### src/rtl/mirror_display_pkg.sv
// Shared types and constants for the mirror display channel sequencer.
package mirror_display_pkg;

  typedef enum logic [1:0] {
    StManual,
    StScroll,
    StFrozen
  } seq_state_e;

  localparam int unsigned CH_TEMP        = 0;
  localparam int unsigned CH_AVG_MPG     = 1;
  localparam int unsigned CH_INST_MPG    = 2;
  localparam int unsigned CH_MILES       = 3;
  localparam int unsigned DATA_W_DEFAULT = 8;

  // Next channel index with wrap from num_ch-1 back to 0.
  function automatic int unsigned next_ch(input int unsigned ch, input int unsigned num_ch);
    return (ch + 1 >= num_ch) ? 0 : ch + 1;
  endfunction

endpackage

### src/rtl/mirror_dwell_timer.sv
// Dwell counter for auto-scroll: counts 0..DWELL_CYCLES-1 and flags the terminal count.
module mirror_dwell_timer #(
  parameter int unsigned DWELL_CYCLES = 50_000_000
) (
  input  logic clk_i,
  input  logic rst_i,
  input  logic freeze_i,
  input  logic run_i,
  input  logic restart_i,
  output logic tc_o
);

  localparam int unsigned CntW = (DWELL_CYCLES > 1) ? $clog2(DWELL_CYCLES) : 1;
  localparam logic [CntW-1:0] CntLast = CntW'(DWELL_CYCLES - 1);

  logic [CntW-1:0] cnt_q, cnt_d;

  assign tc_o = run_i && !freeze_i && (cnt_q == CntLast);

  always_comb begin
    cnt_d = cnt_q;
    if (freeze_i) begin
      cnt_d = cnt_q;
    end else if (restart_i) begin
      cnt_d = '0;
    end else if (run_i) begin
      cnt_d = (cnt_q == CntLast) ? '0 : cnt_q + 1'b1;
    end
  end

  always_ff @(posedge clk_i) begin
    if (rst_i) begin
      cnt_q <= '0;
    end else begin
      cnt_q <= cnt_d;
    end
  end

endmodule

### src/rtl/mirror_display_sequencer.sv
// Mirror display channel sequencer: manual select, timed auto-scroll, freeze, change strobe.
// Optional low-reading alarm override enabled by defining MIRROR_ALARM_EN.
module mirror_display_sequencer
  import mirror_display_pkg::*;
#(
  parameter int unsigned NUM_CH       = 4,
  parameter int unsigned DATA_W       = DATA_W_DEFAULT,
  parameter int unsigned DWELL_CYCLES = 50_000_000,
`ifdef MIRROR_ALARM_EN
  parameter int unsigned ALARM_CH     = CH_MILES,
`endif
  localparam int unsigned SEL_W       = $clog2(NUM_CH)
) (
  input  logic                     clk,
  input  logic                     rst,
  input  logic [NUM_CH*DATA_W-1:0] sensor_data,
  input  logic                     mode,
  input  logic [SEL_W-1:0]         sel,
  input  logic                     next_btn,
  input  logic                     hold,
`ifdef MIRROR_ALARM_EN
  input  logic [DATA_W-1:0]        alarm_thresh,
  output logic                     alarm,
`endif
  output logic [DATA_W-1:0]        display,
  output logic [SEL_W-1:0]         display_ch,
  output logic                     display_upd
);

  logic [DATA_W-1:0] ch_data [NUM_CH];

  for (genvar k = 0; k < NUM_CH; k++) begin : g_unpack
    assign ch_data[k] = sensor_data[k*DATA_W +: DATA_W];
  end

  seq_state_e        state_q, state_d;
  logic [SEL_W-1:0]  cur_ch_q, cur_ch_d;
  logic [DATA_W-1:0] display_q, display_d;
  logic [SEL_W-1:0]  display_ch_q, display_ch_d;
  logic              display_upd_q, display_upd_d;
  logic [SEL_W-1:0]  sel_clamped;
  logic              timer_run, timer_restart, dwell_tc;

`ifdef MIRROR_ALARM_EN
  logic alarm_q, alarm_d;
  assign alarm_d = (ch_data[ALARM_CH] < alarm_thresh);
  assign alarm   = alarm_q;
`endif

  assign sel_clamped = (int'(sel) >= NUM_CH) ? SEL_W'(NUM_CH - 1) : sel;

  mirror_dwell_timer #(
    .DWELL_CYCLES(DWELL_CYCLES)
  ) u_dwell_timer (
    .clk_i    (clk),
    .rst_i    (rst),
    .freeze_i (hold),
    .run_i    (timer_run),
    .restart_i(timer_restart),
    .tc_o     (dwell_tc)
  );

  always_comb begin
    state_d       = state_q;
    cur_ch_d      = cur_ch_q;
    display_d     = display_q;
    display_ch_d  = display_ch_q;
    timer_run     = 1'b0;
    timer_restart = 1'b0;
    if (hold) begin
      state_d = StFrozen;
    end else begin
      state_d = mode ? StScroll : StManual;
`ifdef MIRROR_ALARM_EN
      if (alarm_q) begin
        cur_ch_d      = SEL_W'(ALARM_CH);
        timer_restart = 1'b1;
      end else
`endif
      if (mode) begin
        // A fresh dwell always starts when leaving manual; resuming from freeze keeps the count.
        timer_run     = 1'b1;
        timer_restart = next_btn || (state_q == StManual);
        if (next_btn || dwell_tc) begin
          cur_ch_d = SEL_W'(next_ch(int'(cur_ch_q), NUM_CH));
        end
      end else begin
        cur_ch_d      = sel_clamped;
        timer_restart = 1'b1;
      end
      display_d    = ch_data[cur_ch_q];
      display_ch_d = cur_ch_q;
    end
    display_upd_d = !hold && ({display_d, display_ch_d} != {display_q, display_ch_q});
  end

  always_ff @(posedge clk) begin
    if (rst) begin
      state_q       <= StManual;
      cur_ch_q      <= '0;
      display_q     <= '0;
      display_ch_q  <= '0;
      display_upd_q <= 1'b0;
`ifdef MIRROR_ALARM_EN
      alarm_q       <= 1'b0;
`endif
    end else begin
      state_q       <= state_d;
      cur_ch_q      <= cur_ch_d;
      display_q     <= display_d;
      display_ch_q  <= display_ch_d;
      display_upd_q <= display_upd_d;
`ifdef MIRROR_ALARM_EN
      alarm_q       <= alarm_d;
`endif
    end
  end

  assign display     = display_q;
  assign display_ch  = display_ch_q;
  assign display_upd = display_upd_q;

endmodule

### config.mk
export PLATFORM = sky130hd
export DESIGN_NAME = mirror_display_sequencer
export DESIGN_NICKNAME = d
export VERILOG_FILES = /design/src/rtl/mirror_display_pkg.sv /design/src/rtl/mirror_dwell_timer.sv /design/src/rtl/mirror_display_sequencer.sv
export SDC_FILE = /design/constraint.sdc
export NUM_CORES = 1
export LEC_CHECK = 0
export CELL_PAD_IN_SITES_DETAIL_PLACEMENT = 1
export CELL_PAD_IN_SITES_GLOBAL_PLACEMENT = 1
export CORE_ASPECT_RATIO = 1.4
export CORE_MARGIN = 5
export CORE_UTILIZATION = 34
export CTS_CLUSTER_SIZE = 10
export DETAILED_ROUTE_END_ITERATION = 10
export PLACE_DENSITY_LB_ADDON = 0.3
export SLEW_MARGIN = 5
export SYNTH_ARGS = -nofsm -noshare
export SYNTH_HDL_FRONTEND = slang
export SYNTH_SLANG_ARGS = --single-unit
### constraint.sdc
create_clock -name clk -period 1.8 [get_ports clk]
set_input_delay 0.27 -clock clk [delete_from_list [all_inputs] [get_ports clk]]
set_output_delay 0.27 -clock clk [all_outputs]
set_load 0.01 [all_outputs]
Yosys cells after proc, flatten, opt, wreduce, memory -nomap -nowiden:

Index checks and enable logic that the tools add are counted.

* reductions and logical operators: 11
* magnitude comparators: 2
* $add $sub $neg: 2
* bitwise logic cells: 2
* multiplexer cells: 17
* equality and inequality tests: 3

Operators by type and width (count)
* 26-bit two-way mux: 3
* 26-bit by 1-bit adder with 26-bit output (second input constant): 1
* 26-bit equality test (second input constant): 1
* 8-bit two-way mux: 3
* 8-bit binary-select mux with 2-bit select: 1
* 2-bit two-way mux: 5
* 10-bit inequality test: 1
* 3-bit >= comparator (second input constant): 2
* 1-bit two-way mux: 5
* 2-bit AND reduction: 2
* 2-bit by 1-bit adder with 3-bit output (second input constant): 1
* 1-bit logical AND: 3
* 2-bit inverter with 3-bit output: 1
* 2-bit logical NOT: 1
* 1-bit logical OR: 2
* 2-bit by 1-bit inequality test with 1-bit output (second input constant): 1
* 2-bit nonzero test: 1
* 2-bit OR reduction: 1
* 1-bit logical NOT: 1
* 1-bit inverter: 1

* output and inout port bits: 11
* flip-flop bits (word level): 41

Logic depth before layout (Yosys ltp):

* word-level depth: 7
* mapped depth: 7

Modules after synthesis:

Synthesis repeated with hierarchy kept, for this count alone.

* cell total of the unflattened synthesis: 265
* area, all modules: 2378.5 µm²

By module, submodules not included
* mirror_dwell_timer: cells an instance 163, area each 1388.8 µm², instances 1
* mirror_display_sequencer: cells an instance 102, area each 989.7 µm², instances 1

Worst setup path before layout:

OpenSTA, ideal clock, no wires.

* kind: register -> register
* start: register u_dwell_timer.cnt_q[7]
* end: register u_dwell_timer.cnt_q[21]
* period minus slack after synthesis: 1.886 ns
* setup time: 0.122 ns
* setup slack: -0.086 ns
* cell stages (with the launch flop): 6
* arrival: 1.764 ns
* required time: 1.678 ns
* path through: dfxtp_1 -> or4_4 -> nor4_4 -> a21oi_2 -> buf_6 -> a221o_1

* cells in the longest elaborated chain, start to end: 4
* elaborated cells between the ends (all ways): 5

RTL lines
* start: declaration: line mirror_dwell_timer.sv:16 `logic [CntW-1:0] cnt_q, cnt_d;`
* start signal: assignment: line mirror_dwell_timer.sv:35 `cnt_q <= cnt_d;`
* 26-bit by 1-bit adder with 26-bit output / 26-bit equality test (equally long branches): line mirror_dwell_timer.sv:27 `cnt_d = (cnt_q == CntLast) ? '0 : cnt_q + 1'b1;`
* 26-bit two-way mux *: line mirror_dwell_timer.sv:27
* 26-bit two-way mux *: line mirror_dwell_timer.sv:26 `end else if (run_i) begin`
* 26-bit two-way mux *: line mirror_dwell_timer.sv:24 `end else if (restart_i) begin`

Mark *: on every way between the ends. The rest lies on a longest branch, timed or not. The select of a mux whose other input is x is not followed.
A chain may end at the register's enable or synchronous reset.

Final worst setup path:

* start: register u_dwell_timer.cnt_q[18]
* end: register u_dwell_timer.cnt_q[15]

* cells in the longest elaborated chain, start to end: 4

RTL lines (line)
* 26-bit equality test: mirror_dwell_timer.sv:27
* 26-bit two-way mux: mirror_dwell_timer.sv:27
* 26-bit two-way mux: mirror_dwell_timer.sv:26
* 26-bit two-way mux: mirror_dwell_timer.sv:24

No other way between the ends. The select of a mux whose other input is x is not followed.

==> summary.md <==
| Metric | Value |
|---|---|
| Syn_nets | 304 |
| H-tree Lvls | 2 |
| Number of max-cap violations | 0 |
| Critical path class | reg2reg |
| Capture point of the worst path | u_dwell_timer.cnt_q[15] |
| Die Ht | 106.9 um |
| CP startpoint | u_dwell_timer.cnt_q[18] |
| CP required | 2.01 ns |
| Fill cell count | 765 |
| Reg2reg end | u_dwell_timer.cnt_q[15] |
| Least-Margin Pin Slew | 0.3965 ns |
| Antenna violations before repair | 0 |
| PwrDens | 613.9 nW/um^2 |
| Min-delay src | u_dwell_timer.cnt_q[6] |
| Crit. End Element | flop |
| Initial core utilization | 34.69% |
| Largest net degree at the start of global routing | 18 |
| Setup crit start kind | flop |
| Placed standard-cell area | 3209 sq um |
| Max Clock Freq | 518.3 MHz |
| Number of flops mapped to enable cells by yosys | 0 |
| Top post-synthesis cells by count | dfxtp_1 (41), nand2_1 (27), a21oi_1 (18) |
| Async SR Flop Fraction | 0% |
| Die area | 8462 sq um |
| # hold bufs at CTS | 0 |
| Final hold violation count | 0 |
| Crit-path max FO | 6 |
| CTS tree | done |
| Top cell type's share of synthesized area | 36.02% |
| Nets | 404 |
| IO Port Bufs | 49 |
| # clock sinks | 41 |
| #FFs+latches synth | 41 |
| Fin area | 3541 sq um |
| Sequential fraction of the synthesis area | 36.02% |
| Clock Latency Late Sink | 0.30 ns |
| Vias per cell | 5.621 |
| Total global routing track utilization | 17.90% |
| DR iter-0 viols | 83 |
| Clock root cell | clkbuf_8 |
| YS warnings | 0 |
| Core Rows | 35 |
| Mapped Cells | 263 |
| FF/Latch Area | 830.8 sq um |
| Vias in the first global route | 2673 |
| Detailed Routing Iterations Pass 1 | 4 |
| Max-slew violations | 0 |
| Leak | 1.346 nW |
| Final setup fails | 14 |
| Total CTS buffers | 5 |
| Min Tclk post-route | 1.929 ns |
| RePlAce Congestion | 0.7831 |
| Synth cell types | 48 |
| Via Count | 2462 |
| Mean post-synth cell area | 8.663 sq um |
| Drt drc | 0 |
| First-pass GRT wire length | 12.10 mm |
| Worst path arrival time | 2.13 ns |
| IO Count | 50 |
| Total negative slack | -1.171 ns |
| Failing checks | negative setup slack |
| Final antenna-violating net count | 0 |
| Yosys top cell by area | dfxtp_1 |
| Top_reg_cell synth | dfxtp_1 |
| RSZ-0062 raised after global routing | yes |
| Hold Crit Class | reg2reg |
| Layout area overhead | 55.41% |
| Max IR drop VDD | 0.3761 mV |
| Drt wl/cell | 17.28 um |
| Post-synthesis cell area | 2278 sq um |
| WL final | 7.568 mm |
| Fin crit share | 107.2% |
| Worst clock skew | 0.009852 ns |
| Final HPWL DP | 5.359 mm |
| Cells on worst reg2reg path | 7 |
| Top cells by area, synth | dfxtp_1 (36%), mux2i_1 (5.7%), mux4_2 (4.9%) |
| Layout cell share with drive strength beyond 1 | 29.40% |
| Placeable Area | 6569 sq um |
| Diodes inserted | 0 |
| Area of the multi-input gates | 1478 sq um |
| Die Width | 79.19 um |
| Status | finished with violations |
| Rel. slew slack | 73.45% |
| Clock slew at reported path FFs | 0.09 ns |
| Final setup margin | -0.1295 ns |
| CTS max path bufs | 2 |
| Grt ovf | 0 |
| Tot Pwr | 2.174 mW |
| Register-to-Register Setup Slack | -0.13 ns |
| FF-to-FF Start | u_dwell_timer.cnt_q[18] |
| Most frequent cell after synthesis | dfxtp_1 |
where the power goes:
group	switching (mW)	internal, mW
clock network	0.356	0.452
logic	0.156	0.249
registers	0.0293	0.931
final cells by class:
type | instances | share of cell area [%]
Multi-Input combinational cell | 200 | 41.73
Clock inverter | 2 | 1.060
Inverter | 9 | 0.9541
Clock buffer | 6 | 2.332
Sequential cell | 41 | 23.46
Tap cell | 74 | 2.615
Timing Repair Buffer | 106 | 27.84
worst min-delay path by stage:
stage	depth (start not counted)	slack [ns]	endpoint
floorplan	1	0.34	display[1]
global placement	1	0.47	u_dwell_timer.cnt_q[15]
detailed placement	1	0.48	u_dwell_timer.cnt_q[15]
CTS	1	0.50	u_dwell_timer.cnt_q[15]
global route	1	0.54	u_dwell_timer.cnt_q[25]
finish	2	0.51	u_dwell_timer.cnt_q[6]
kinds of logic (layout without fill, tap and decap cells):
| group | Yosys count | after routing | synth area share (%) |
|---|---|---|---|
| AND/OR/NAND/NOR | 96 | 96 | 22.13 |
| AO/OA/AOI/OAI | 67 | 68 | 19.00 |
| flip-flops | 41 | 41 | 36.02 |
| multiplexers | 21 | 21 | 12.14 |
| XOR/XNOR | 13 | 13 | 4.997 |
| buffers and inverters | 23 | 123 | 4.613 |
| adder cells (fa/ha/maj) | 2 | 2 | 1.098 |
repair_timing:
item,CTS,global route
setup buffers,6,1
pin swaps,6,15
setup endpoints to repair,20,28
gates resized for setup,16,35
gates cloned,1,0
placed cells by master (no fill, tap or decap), types with 3 or more instances in the layout:
cell type,instances
a21oi_2,5
a21oi_1,14
o21ai_0,4
buf_4,46
nand4_1,8
nor2_1,14
and3_1,6
dfxtp_2,5
mux4_2,5
a22o_1,5
inv_1,7
xor2_1,7
xnor2_1,5
clkdlybuf4s50_1,49
o21ai_2,8
dfxtp_1,35
or3_1,4
and2_1,3
o21ai_1,6
nand3_1,10
nor4_1,5
buf_6,8
nand2_1,27
clkbuf_8,6
mux2i_1,13
buf_12,3
a21o_1,4
a31oi_1,5
nor3_1,7
state kept, by name, summed over array words and instances, names as in the netlist:
| signal | count |
|---|---|
| cur_ch_q | 2 |
| display | 8 |
| display_ch | 2 |
| display_upd | 1 |
| state_q | 2 |
| u_dwell_timer.cnt_q | 26 |
worst max-delay path: stages (launching register included):
cell and delay (ns):
dfxtp_2 0.33, or4b_4 0.54, nor4_4 0.30, buf_4 0.19
a21o_4 0.18, buf_6 0.11, nor3_2 0.03, a21o_1 0.15
through the flow:
step | setup WS [ns] | hold WS [ns] | std cells | utilization [%]
global placement | -0.1370 | 0.4690 | 422 | 48.86
CTS | -0.09764 | 0.4983 | 437 | 52.21
finish | -0.1295 | 0.5120 | 438 | 53.90
detailed placement | -0.1906 | 0.4768 | 422 | 48.86
floorplan | -0.005671 | 0.3391 | 263 | -
global route | -0.1796 | 0.5442 | 438 | 53.90
layer usage:
layer,vias up,wire length [um],global-route usage [%]
met2,61,4191,35.00
met3,7,379,4.370
met5,-,0,0
li1,1175,-,-
met4,0,84,5.528
met1,1219,2912,18.14
Power figures use the tool's default switching activity.
